**src/rtl/serial_adder.sv**
```systemverilog
// Digit-serial adder/subtractor: DIGIT bits per clock, LSB digit first, with a
// registered carry between digits and a start/busy/done handshake.
module serial_adder #(
    parameter int unsigned WIDTH = 8,
    parameter int unsigned DIGIT = 1
) (
    input  logic             clk,
    input  logic             rst,
    input  logic             start,
    input  logic             sub,
    input  logic [WIDTH-1:0] A,
    input  logic [WIDTH-1:0] B,
    input  logic             Cin,
    output logic             busy,
    output logic             done,
    output logic [WIDTH-1:0] S,
    output logic             Cout,
    output logic             Ovf
);

    localparam int unsigned N     = WIDTH / DIGIT;
    localparam int unsigned CNT_W = (N > 1) ? $clog2(N) : 1;

    typedef enum logic [1:0] {IDLE, RUN, DONE} state_t;

    state_t             state_q;
    logic [WIDTH-1:0]   a_q;
    logic [WIDTH-1:0]   b_q;
    logic               carry_q;
    logic [CNT_W-1:0]   cnt_q;
    logic [WIDTH-1:0]   s_q;
    logic               busy_q;
    logic               done_q;
    logic               cout_q;
    logic               ovf_q;

    logic [DIGIT-1:0]   dig_a;
    logic [DIGIT-1:0]   dig_b;
    logic [DIGIT-1:0]   dig_s;
    logic               cy;
    logic               cy_msb;
    logic [WIDTH-1:0]   s_d;
    logic               last_c;

    // Ripple one digit through DIGIT full-adder cells; cy_msb is the carry
    // into the top cell, which becomes the carry into the operand MSB on the
    // last digit.
    always_comb begin
        dig_a  = '0;
        dig_b  = '0;
        dig_s  = '0;
        cy     = carry_q;
        cy_msb = 1'b0;
        s_d    = s_q;
        for (int k = 0; k < int'(N); k++) begin
            if (cnt_q == CNT_W'(k)) begin
                dig_a = a_q[k*DIGIT +: DIGIT];
                dig_b = b_q[k*DIGIT +: DIGIT];
            end
        end
        for (int i = 0; i < int'(DIGIT); i++) begin
            cy_msb   = cy;
            dig_s[i] = dig_a[i] ^ dig_b[i] ^ cy;
            cy       = (dig_a[i] & dig_b[i]) | (cy & (dig_a[i] ^ dig_b[i]));
        end
        for (int k = 0; k < int'(N); k++) begin
            if (cnt_q == CNT_W'(k)) begin
                s_d[k*DIGIT +: DIGIT] = dig_s;
            end
        end
        last_c = (cnt_q == CNT_W'(N - 1));
    end

    always_ff @(posedge clk or posedge rst) begin
        if (rst) begin
            state_q <= IDLE;
            a_q     <= '0;
            b_q     <= '0;
            carry_q <= 1'b0;
            cnt_q   <= '0;
            s_q     <= '0;
            busy_q  <= 1'b0;
            done_q  <= 1'b0;
            cout_q  <= 1'b0;
            ovf_q   <= 1'b0;
        end else begin
            case (state_q)
                IDLE, DONE: begin
                    done_q <= 1'b0;
                    if (start) begin
                        // Subtract is A + ~B + ~Cin through the same adder.
                        a_q     <= A;
                        b_q     <= B ^ {WIDTH{sub}};
                        carry_q <= Cin ^ sub;
                        s_q     <= '0;
                        cnt_q   <= '0;
                        busy_q  <= 1'b1;
                        state_q <= RUN;
                    end else begin
                        state_q <= IDLE;
                    end
                end
                RUN: begin
                    s_q     <= s_d;
                    carry_q <= cy;
                    cnt_q   <= cnt_q + CNT_W'(1);
                    if (last_c) begin
                        cout_q  <= cy;
                        ovf_q   <= cy ^ cy_msb;
                        busy_q  <= 1'b0;
                        done_q  <= 1'b1;
                        state_q <= DONE;
                    end
                end
                default: state_q <= IDLE;
            endcase
        end
    end

    assign busy = busy_q;
    assign done = done_q;
    assign S    = s_q;
    assign Cout = cout_q;
    assign Ovf  = ovf_q;

endmodule

```
**config.mk**
```make
export PLATFORM = sky130hd
export DESIGN_NAME = serial_adder
export DESIGN_NICKNAME = d
export VERILOG_FILES = /design/src/rtl/serial_adder.sv
export SDC_FILE = /design/constraint.sdc
export NUM_CORES = 1
export LEC_CHECK = 0
export ABC_CLOCK_PERIOD_IN_PS = 2300
export CAP_MARGIN = 10
export CORE_MARGIN = 1.5
export CORE_UTILIZATION = 45
export CTS_CLUSTER_DIAMETER = 50
export DETAILED_ROUTE_END_ITERATION = 16
export PLACE_DENSITY = 0.75
export SYNTH_ARGS = -nofsm -noshare
export SYNTH_HDL_FRONTEND = slang
export SYNTH_SLANG_ARGS = --single-unit
```
**constraint.sdc**
```tcl
create_clock -name clk -period 2.3 [get_ports clk]
set_input_delay 0.46 -clock clk [delete_from_list [all_inputs] [get_ports clk]]
set_output_delay 0.46 -clock clk [all_outputs]
set_load 0.05 [all_outputs]
```
==> metrics.cfg <==
[outcome]
status = finished with violations
violations = setup timing

[route]
drt_pass1_iterations = 4
antenna_left = 0
via_per_inst = 5.21
route.detailed.drc = 0
via_count = 1484
wl_per_cell_um = 13.9
drtIter0Drc = 67
routed_wl_mm = 3.95

[clock_tree]
cts_made_buffers = 5
clk_pin_slew_worst_paths_ns = 0.06
h-tree-depth = 2
cts_root_buf = clkbuf_8
insertion_delay_ns = 0.29
clock-sinks = 34
clockBufferDepth = 2
cts_tree = done

[critical_path]
rrSetupSlack_ns = -0.08
crit_type = flip-flop to flip-flop
cp_num_buf_inv = 2
slowest_stage = fa_2
crit_end = S[0]
crit_path_end_kind = flip-flop
start_kind = flip-flop
r2r.worst_path.cells = 10
cp_data_required_time_ns = 2.48
crit_fanout = 7
critical-path-top-delay-family = adder cells
worstSetupPathDepth = 10
startpoint = cnt_q[0]
slowest_delay_ns = 0.51
critical_path_arrival_ns = 2.56
r2r_start = cnt_q[0]
r2r-end = S[0]
path_cells = buf_4 -> ha_4 -> buf_4 -> o21ai_0 -> nand2_1 -> a31oi_1 -> fa_2 -> nand2_1 -> nor2_1 -> a31o_2

[yosys]
synth-compound-area-share_pct = 14.2
yosys.area_share.simple_pct = 18.3
synth-edff-count = 0
syn_nets = 214
synth_top_family_by_area = simple AND/OR/NAND/NOR gates
synthFlopType = dfrtp_1
synthTopCellsByArea = dfrtp_1 (50%), nand2_1 (11%), o21ai_0 (5.9%), xnor2_1 (4.6%), ha_1 (4.4%)
synthXorXnorAreaFrac_pct = 5.12
yosys.area.top_type = dfrtp_1
yosysMostFrequentCell = nand2_1
synthDistinctLibCells = 30
synth_mux_area_share_pct = 2.42
yosys_warnings = 0
netlist_area_um2 = 1710
synth_fa_ha_area_share_pct = 5.56
ys_top_cells_by_count = nand2_1 (52), dfrtp_1 (34), o21ai_0 (20)
synth-seq-cells = 34
synth.avg_cell_area_um2 = 9.19
synthCells = 186
synthArstFlopShare_pct = 100
synth_seq_area_share_pct = 49.8
synth_top_area_share_pct = 49.8

[sta]
layout_min_cycle_time_ns = 2.38
maxSlewHeadroom_pct = 66.7
hold_violations = 0
hold_slack_ns = 0.484
fmax_ghz = 0.419
layout_setup_ws_ns = -0.0844
fin_tns_setup_ns = -0.227
grt_setup_unrepaired = yes
finClkSkew_ns = 0.00270
maxSlewViolCount = 0
setup_viol = 5
fin_crit_sh_pct = 104
tightest_slew_ns = 0.499

[hold_path]
min_path_cells = 2
hp-class = flip-flop to flip-flop

[floorplanning]
rows = 22
fp.coreArea_um2 = 3660
die_h_um = 64.6
start_util_pct = 46.7
pin_count = 33
dieWidth_um = 64.6
dieArea_um2 = 4180

[grt]
antenna_found_initial = 0
track_usage_pct = 22.1
grt_pass1_vias = 1450
grt_pass1_wl_mm = 6.88
grt_max_degree = 35
globalRoute.totalOverflow = 0

[power_and_ir_drop]
p_clk_share_pct = 11.9
switching_share_pct = 43.9
p_per_area_nw_per_um2 = 1490
p_leak_uw = 0.00109
ir_worst_vdd_mv = 0.728
share_comb_of_total_power_pct = 58.3
p_seq_share_pct = 29.8
switchingPower_uw = 1580
p_int_uw = 2020

[layout]
nNetsFinal = 266
final_util_pct = 65.8
antenna_cells = 0
final_layout_size_suffix_gt1_share_pct = 22.8
area_delta_synth_final_pct = 40.8

[placed_design]
port_buffers = 32
globalplace.congestion = 0.890
dp_hpwl_mm = 2.76

[flow_run]
maxCapViolations = 0

[cells by family (layout without fill, tap and decap cells)]
family / Yosys count / count (layout)
AND/OR/NAND/NOR: 75 / 75
AO/OA/AOI/OAI: 38 / 38
XOR/XNOR: 10 / 10
buffers and inverters: 18 / 69
adder cells (fa/ha/maj): 7 / 7
multiplexers: 4 / 4
flip-flops: 34 / 34
[registers in the layout, indices dropped and copies added, names as in the netlist]
register  flops
S             8
a_q           8
b_q           8
cnt_q         3
state_q       2
Cout          1
Ovf           1
busy          1
carry_q       1
done          1
[power groups by stage]
stage / Combinational [uW] / Sequential [uW] / Clock, uW
finish: 2100 / 1070 / 429
global route: 2310 / 1100 / 476
CTS: 1980 / 1070 / 437
detailed placement: 1840 / 1050 / 0
global placement: 1810 / 1050 / 0
floorplan: 1050 / 1290 / 0
[worst min path at each step]
stage	endpoint	startpoint
after detailed placement	a_q[7]	a_q[7]
after global routing	b_q[4]	b_q[4]
after CTS	a_q[7]	a_q[7]
after global placement	busy	busy
final	done	done
after floorplan	a_q[2]	a_q[2]
[cells in the final DEF, fill, tap and decap left out, drive strengths merged, types with 2 or more instances in the layout]
master	synthesis	final
nand2	54	54
dfrtp	34	34
clkdlybuf4s50	0	32
buf	7	23
o21ai	20	20
xnor2	9	9
nor2	8	8
inv	8	8
nand3	6	6
clkbuf	3	6
ha	6	6
a21oi	4	4
nor2b	3	3
nand2b	3	3
a31o	3	3
mux2i	3	3
a31oi	2	2
o31ai	2	2
a221o	2	2
[stage by stage]
step	power (uW)	cells	setup slack, ns	cell area (um2)
finish	3600	285	-0.0844	2410
global route	3890	285	-0.168	2410
CTS	3480	283	-0.0972	2360
detailed placement	2900	272	-0.128	2180
global placement	2860	272	-0.103	2180
floorplan	2340	186	0.00634	1750
[cell type report]
type | instances | area, um2
sequential | 34 | 853
fill | 308 | 1250
inverter | 8 | 37.5
tap | 48 | 60.1
timing repair buffer | 55 | 500
multi-input combinational | 134 | 873
clock buffer | 6 | 82.6
[metal layers]
layer	routed length [um]	up-vias	global-route usage [%]
li1	-	718	-
met1	1780	707	29.7
met2	1890	48	34.1
met3	208	11	6.08
met4	71	0	8.24
met5	0	-	0
[worst register-to-register path, cell delays in order, from the launching register on]
cell     delay [ns]
dfrtp_2        0.46
buf_4          0.16
ha_4           0.18
buf_4          0.15
o21ai_0        0.15
nand2_1        0.07
a31oi_1        0.26
fa_2           0.51
nand2_1        0.09
nor2_1         0.04
a31o_2         0.21
[repair_timing]
action / in CTS / in global routing
hold buffers: 0 / 0
resized for setup: 11 / 12
pin swaps: 12 / 4
buffers inserted: 5 / 2
endpoints found under the setup margin: 9 / 11
(Power assumes the default switching activity.)
